`src/rtl/msk_ct_serializer.sv`:
```
// rtl/msk_ct_serializer.sv - shared-ciphertext bus to OUT_WIDTH word stream serializer (option: MSK_SER_CLEAR_EN)
module msk_ct_serializer #(
    parameter int d         = 2,
    parameter int OUT_WIDTH = 32
) (
    input  logic                   clk,
    input  logic                   rst,
    input  logic                   in_valid,
    output logic                   in_ready,
    input  logic [128*d-1:0]       in_data,
    output logic                   out_valid,
    input  logic                   out_ready,
    output logic [OUT_WIDTH-1:0]   out_data,
    output logic                   out_last,
    output logic                   busy
);

    localparam int NBEATS = (128 * d) / OUT_WIDTH;
    localparam int CW     = (NBEATS > 1) ? $clog2(NBEATS) : 1;
    localparam logic [CW-1:0] LAST_BEAT = CW'(NBEATS - 1);

    typedef enum logic {
        IDLE,
        SEND
    } state_t;

    state_t             state, state_next;
    logic [CW-1:0]      cnt, cnt_next;
    logic [128*d-1:0]   hreg, hreg_next;
    logic               at_last;
    logic               capture;
    logic [OUT_WIDTH-1:0] slice;

    assign at_last   = (cnt == LAST_BEAT);
    assign out_valid = (state == SEND);
    assign busy      = (state == SEND);
    assign out_last  = out_valid && at_last;
    // A new block is only taken while idle or on the last-beat handshake; reset blocks capture.
    assign in_ready  = !rst && ((state == IDLE) || (out_last && out_ready));
    assign capture   = in_valid && in_ready;
    assign slice     = hreg[int'(cnt) * OUT_WIDTH +: OUT_WIDTH];

`ifdef MSK_SER_CLEAR_EN
    assign out_data = out_valid ? slice : '0;
`else
    assign out_data = slice;
`endif

    // State and beat counter register with synchronous reset.
    always_ff @(posedge clk) begin
        if (rst) begin
            state <= IDLE;
            cnt   <= '0;
        end else begin
            state <= state_next;
            cnt   <= cnt_next;
        end
    end

    // Holding register; only cleared on reset when share scrubbing is enabled.
    always_ff @(posedge clk) begin
`ifdef MSK_SER_CLEAR_EN
        if (rst) begin
            hreg <= '0;
        end else begin
            hreg <= hreg_next;
        end
`else
        hreg <= hreg_next;
`endif
    end

    // Next-state logic: capture, advance on handshake, hold on stall.
    always_comb begin
        state_next = state;
        cnt_next   = cnt;
        hreg_next  = hreg;
        case (state)
            IDLE: begin
                if (capture) begin
                    hreg_next  = in_data;
                    cnt_next   = '0;
                    state_next = SEND;
                end
            end
            SEND: begin
                if (out_ready) begin
                    if (!at_last) begin
                        cnt_next = cnt + CW'(1);
                    end else begin
                        cnt_next = '0;
                        if (capture) begin
                            hreg_next  = in_data;
                            state_next = SEND;
                        end else begin
                            state_next = IDLE;
`ifdef MSK_SER_CLEAR_EN
                            hreg_next  = '0;
`endif
                        end
                    end
                end
            end
            default: state_next = IDLE;
        endcase
    end

endmodule
```
`config.mk`:
```
export PLATFORM = sky130hd
export DESIGN_NAME = msk_ct_serializer
export DESIGN_NICKNAME = d
export VERILOG_FILES = /design/src/rtl/msk_ct_serializer.sv
export SDC_FILE = /design/constraint.sdc
export NUM_CORES = 1
export LEC_CHECK = 0
export ABC_AREA = 1
export CAP_MARGIN = 20
export CORE_UTILIZATION = 35
export DETAILED_ROUTE_END_ITERATION = 10
export SYNTH_ARGS = -nofsm -noshare
export SYNTH_HDL_FRONTEND = slang
export SYNTH_SLANG_ARGS = --single-unit
```
`constraint.sdc`:
```
create_clock -name clk -period 25.5 [get_ports clk]
set_input_delay 2.55 -clock clk [delete_from_list [all_inputs] [get_ports clk]]
set_output_delay 2.55 -clock clk [all_outputs]
set_load 0.01 [all_outputs]
```
==> summary.md, run 1 <==
| Metric | Value |
|---|---|
| Outcome | `complete, no violations` |
| Final min period | `6540 ps` |
| Inserted Clock Buffers | `29` |
| Max incr delay on CP | `about 630 ps` |
| Final period util | `0.256` |
| Top Ports | `between 200 and 300` |
| Worst VDD drop | `46.8 µV` |
| WHS Endpoint | `busy$_SDFF_PP0_` |
| Worst reg2reg path depth | `9` |
| Cells after Synth | `1138` |
| Fillers | `2852` |
| Layout cells sized above 1 | `0.0359` |
| Ranking of synthesized cells by area | `edfxtp_1, nand2_1, inv_1` |
| Worst flop-to-flop path endpoint | `hreg[214]$_DFFE_PP_` |
| Hold WC Path Type | `reg2reg` |
| Final setup viols | `0` |
| Fmax | `153 MHz` |
| First-pass GRT wire length | `around 46 mm` |
| Vias in the first global route | `a little under 8000` |
| DIE WIDTH | `182 µm` |
| Fin. max-slew vios | `0` |
| Most frequent cell after synthesis | `nand2_1` |
| Depth of the CTS H-tree | `1` |
| Overflow after GRT | `0` |
| Unrepaired setup endpoints after global routing | `no` |
| Clk_lat worst skew | `550 ps` |
| Post-Syn Nets | `1400` |
| Post-CTS Setup Inserts | `0` |
| Full die area | `33000 µm²` |
| Hold_sp | `busy$_SDFF_PP0_` |
| DRC errors left | `0` |
| Reg2Reg Launch Point | `cnt[1]$_SDFFE_PP0P_` |
| Post-CTS sizing | `0` |
| Worst-path cell chain | `clkdlybuf4s50_1, nand2_1, inv_1, nor2_1, nor2_1, clkdlybuf4s50_1` |
| Final net count | `~1700` |
| Design Area, Final | `between 15000 and 20000 µm²` |
| Number of flops mapped to enable cells by yosys | `between 200 and 300` |
| Hpwl dp | `20.1 mm` |
| Clock sink total | `260` |
| Routed vias | `8173` |
| Sequential share of the synthesized area | `0.687` |
| Async SR Flop Fraction | `0` |
| Std-Cell Rows | `65` |
| Non-filler cells, final | `1856` |
| Yosys cell types | `15` |
| Largest area contributor in the netlist | `edfxtp_1` |
| CTS tree | `yes` |
| Vias/cell | `about 4.4` |
| Post-Syn Area | `approximately 11000 µm²` |
| Slowest-stage cell, CP | `clkdlybuf4s50_1` |
| WHS Path Cells | `4` |
| Placed Cells | `between 1500 and 2000` |
| DRT Wirelength | `30.4 mm` |
| Port Buffer Count | `about 300` |
| Area delta synth->final | `37.4%` |
| Final hold slack | `682 ps` |
| Top FF cell, synth | `edfxtp_1` |
| Pwr/cell area | `~64 nW/µm²` |
| R2R Setup Slk | `21510 ps` |
| Critical path capture point type | `primary output` |
| CTS Root Cell | `clkbuf_16` |
| Hold Buf Count CTS | `0` |
| Syn avg cell area | `9.93 µm²` |
| Largest net degree at the start of global routing | `just over 80` |
| ANT nets after route | `0` |
| Synth top area share | `0.680` |
| Clock tree buffer depth | `3` |
| Setup TNS | `0 ps` |
| Die H | `182 µm` |
| Required @ worst endpoint | `between 20000 and 25000 ps` |
| Total track usage | `0.184` |
| DRT Pass-1 Iters | `5` |
| Yosys reg bits | `between 200 and 300` |
| Starting Density | `0.357` |
| Worst slew margin | `0.309` |
| WL/cell | `16.4 µm` |
| Crit path max fanout | `3` |
| Worst Setup Path Type | `in2out` |
| Leak | `~6.8 nW` |
| Fin util | `0.491` |
| Core footprint | `31600 µm²` |
| Clock skew | `7.92 ps` |
| GP Congestion | `0.840` |
| Final hold violations | `0` |
| Clk slew on worst S/H paths | `roughly 60 ps` |
| Most frequent cells after synthesis | `nand2_1, inv_1, edfxtp_1` |
| Initial antenna violation count | `5` |
| Critical Path Source Type | `input port` |
| Synth warn | `0` |
| Critical path arrival | `3990 ps` |
| Placed inst area | `14600 µm²` |
| Worst slew pin tran | `roughly 1000 ps` |
| Iter 0 DRT Violations | `480` |
| Max-cap viol count | `0` |
registers in the layout, summed over array words and instances, names as in the netlist:
name and count:
busy 1, cnt 3, hreg 256
routing by layer:
| metal | track usage | wire (µm) | up-vias |
|---|---|---|---|
| met5 | 0 | 0 | - |
| met4 | 0.0776 | 1040 | 0 |
| met1 | 0.250 | 13700 | 3757 |
| met3 | 0.0307 | 1580 | 52 |
| li1 | - | - | 4111 |
| met2 | 0.291 | 14100 | 253 |
per-stage QoR:
| stage | setup WS, ps | power (mW) |
|---|---|---|
| 4_1_cts | 18940 | 1.01 |
| 2_1_floorplan | 3170 | 0.555 |
| 5_1_grt | 18870 | 1.04 |
| 3_5_place_dp | 18940 | 0.612 |
| 6_report | 18960 | 0.999 |
| 3_3_place_gp | 18910 | 0.611 |
worst max-delay path, delay by kind of cell:
| family | cells | cell delay, ps |
|---|---|---|
| and+or+nand+nor | 3 | 250 |
| buffers and inverters | 3 | 1180 |
worst max path at each step:
stage	slack, ps	to	startpoint	depth (start not counted)
floorplan	3170	hreg[0]$_DFFE_PP_	out_ready	4
detailed placement	18940	in_ready	out_ready	6
global route	18870	in_ready	out_ready	6
CTS	18940	in_ready	out_ready	6
finish	18960	in_ready	out_ready	6
global placement	18910	in_ready	out_ready	6
cell usage in the layout (no fill, tap or decap), drive strengths merged:
master,n
ha,2
bufinv,2
nand3,131
clkdlybuf4s50,295
diode,6
edfxtp,256
nor3b,1
o21ai,1
nand2,422
a21oi,3
buf,10
clkinv,11
nor2,5
clkbuf,39
dfxtp,4
clkinvlp,1
inv,265
where the power goes:
group	switching, mW	internal, mW
registers	0.00583	0.489
clock network	0.166	0.231
logic	0.0505	0.0567
total	0.223	0.776
logic make-up after synthesis:
| family | share of synthesized area |
|---|---|
| AO/OA/AOI/OAI | 0.00177 |
| adder cells (fa/ha/maj) | 0.00221 |
| buffers and inverters | 0.108 |
| flip-flops | 0.687 |
| AND/OR/NAND/NOR | 0.201 |
final cells by class:
cell class / instances / area, µm² / area share
tap: 402 / 503 / 0.0324
timing repair buffer: 305 / 3030 / 0.195
sequential: 260 / 7770 / 0.501
inverter: 264 / 993 / 0.0640
antenna: 6 / 15.0 / 0.000967
clock inverter: 15 / 138 / 0.00886
clock buffer: 39 / 763 / 0.0492
multi-input combinational: 565 / 2320 / 0.149
Note: power is estimated with default switching activity, not from simulation.
==> run 2, diff against run 1 <==
clock period = 6.15 ns   (was 25.5 ns; I/O delays follow)
==> run 2 against run 1 <==
  * Clock skew up 11 ps
  * Die area stayed put
  * First-iteration DRC count shrank 7.7%
  * Worst setup slack worse by 17000 ps
  * Combinational power grew to 4.1 times the previous value
  * Via count is essentially flat
  * Non-clock buffer count decreased by 3
==> summary.md, run 2 (synthesis gave the netlist of run 1 again) <==
| Metric | Value |
|---|---|
| Die H | `182 µm` |
| First-pass GRT wire length | `between 40 and 50 mm` |
| WL/cell | `16.7 µm` |
| Worst VDD drop | `around 200 µV` |
| Hold WC Path Type | `in2reg` |
| Critical Path Source Type | `flip-flop` |
| Inserted Clock Buffers | `29` |
| DRC errors left | `0` |
| Max reg flops | `256` |
| Overflow after GRT | `0` |
| Hold Buf Count CTS | `0` |
| Iter 0 DRT Violations | `about 440` |
| Final setup viols | `0` |
| Hpwl dp | `between 20 and 25 mm` |
| Required @ worst endpoint | `5530 ps` |
| Design Area, Final | `15500 µm²` |
| Std-Cell Rows | `65` |
| Worst Setup Path Type | `reg2out` |
| Core footprint | `31600 µm²` |
| Routed vias | `8178` |
| Initial antenna violation count | `9` |
| Top Ports | `296` |
| Critical path capture point type | `primary output` |
| Max-cap viol count | `0` |
| Area delta synth->final | `37.5%` |
| CTS Root Cell | `clkbuf_16` |
| DRT Pass-1 Iters | `5` |
| DIE WIDTH | `182 µm` |
| Outcome | `complete, no violations` |
| Pwr/cell area | `266 nW/µm²` |
| Depth of the CTS H-tree | `1` |
| DRT Wirelength | `30.8 mm` |
| Leak | `6.80 nW` |
| Fin. max-slew vios | `0` |
| Largest Register | `hreg` |
| ANT nets after route | `0` |
| Grt met3 use | `0.0357` |
| Port Buffer Count | `approximately 300` |
| Clk_lat worst skew | `560 ps` |
| Post-CTS Setup Inserts | `0` |
| Final hold violations | `0` |
| Critical path arrival | `around 3400 ps` |
| Full die area | `33000 µm²` |
| Starting Density | `0.357` |
| Crit path max fanout | `80` |
| Most frequent cells in the layout | `nand2_1, clkdlybuf4s50_1, inv_1, edfxtp_1, nand3_1` |
| Total track usage | `0.185` |
| Clock sink total | `260` |
| WHS Path Cells | `1` |
| GRT met2 Usage | `0.298` |
| Commonest non-fill, non-tap cell in the layout | `nand2_1` |
| Layout cells sized above 1 | `0.0375` |
| Final period util | `0.650` |
| Final hold slack | `607 ps` |
| GP Congestion | `just over 0.8` |
| Clock tree buffer depth | `3` |
| Placed inst area | `14700 µm²` |
| Fmax | `250 MHz` |
| Unrepaired setup endpoints after global routing | `no` |
| CTS tree | `yes` |
| GRT Max-Usage Layer | `met2` |
| Post-CTS sizing | `0` |
| Final net count | `about 1700` |
| Clock skew | `18.5 ps` |
| Vias/cell | `4.42` |
| Worst slew pin tran | `between 900 and 1000 ps` |
| Vias in the first global route | `8048` |
| Largest net degree at the start of global routing | `about 150` |
| Worst reg2reg path depth | `8` |
| Met1 GRT Util | `0.246` |
| Clk slew on worst S/H paths | `60 ps` |
| Final min period | `approximately 4000 ps` |
| Worst slew margin | `0.367` |
run 2: cell count changes in the layout (fill, tap and decap cells not counted), moves of 2 or more:
cell,before,now
clkinv_2,3,5
ha_4,0,2
buf_4,10,5
buf_12,0,2
clkbuf_1,10,5
ha_1,2,0
run 2: layer usage:
layer  vias to the layer above  part of all wire
li1                       4103                 -
met1                      3746              0.44
met2                       263              0.46
met3                        62             0.056
met4                         4             0.036
met5                         -           0.00075
run 2: through the flow:
step	std cells	power [mW]	setup slack [ps]	utilization	TNS, ps
floorplan	1138	2.27	-1510	-	-385940
global placement	1793	2.52	2700	0.463	0
detailed placement	1793	2.53	2660	0.463	0
CTS	1843	4.18	2050	0.491	0
global route	1850	4.28	1860	0.491	0
finish	1850	4.13	2150	0.491	0
run 2: critical path, cell delays in order (launching register included):
cell and delay (ps):
dfxtp_4 510, inv_4 640, buf_4 610, nand2_1 90
nand3_1 90, nand2_1 70, nand2_1 170, nand2_1 100
clkdlybuf4s50_1 490
run 2: cell type report:
| cell class | count | area [µm²] |
|---|---|---|
| fill | 2850 | 16100 |
| sequential | 260 | 7770 |
| timing repair buffer | 302 | 3030 |
| multi-input combinational | 565 | 2350 |
| inverter | 264 | 993 |
| clock buffer | 34 | 744 |
| tap | 402 | 503 |
| clock inverter | 16 | 131 |
| antenna | 7 | 17.5 |
run 2: final timing paths:
| check | start | end | slack (ps) |
|---|---|---|---|
| worst min-delay path | in_data[39] | hreg[39]$_DFFE_PP_ | 610 |
| worst min register to register | busy$_SDFF_PP0_ | busy$_SDFF_PP0_ | 660 |
| worst max register to register | cnt[1]$_SDFFE_PP0P_ | hreg[149]$_DFFE_PP_ | 3160 |
| worst max-delay path | cnt[0]$_SDFFE_PP0P_ | out_data[27] | 2150 |
run 2: where the power goes:
| part | leakage [nW] | internal, mW | switching [mW] | total, mW |
|---|---|---|---|---|
| Clock | 0.433 | 0.941 | 0.701 | 1.64 |
| Sequential | 2.40 | 2.03 | 0.0229 | 2.05 |
| Combinational | 3.96 | 0.237 | 0.203 | 0.439 |
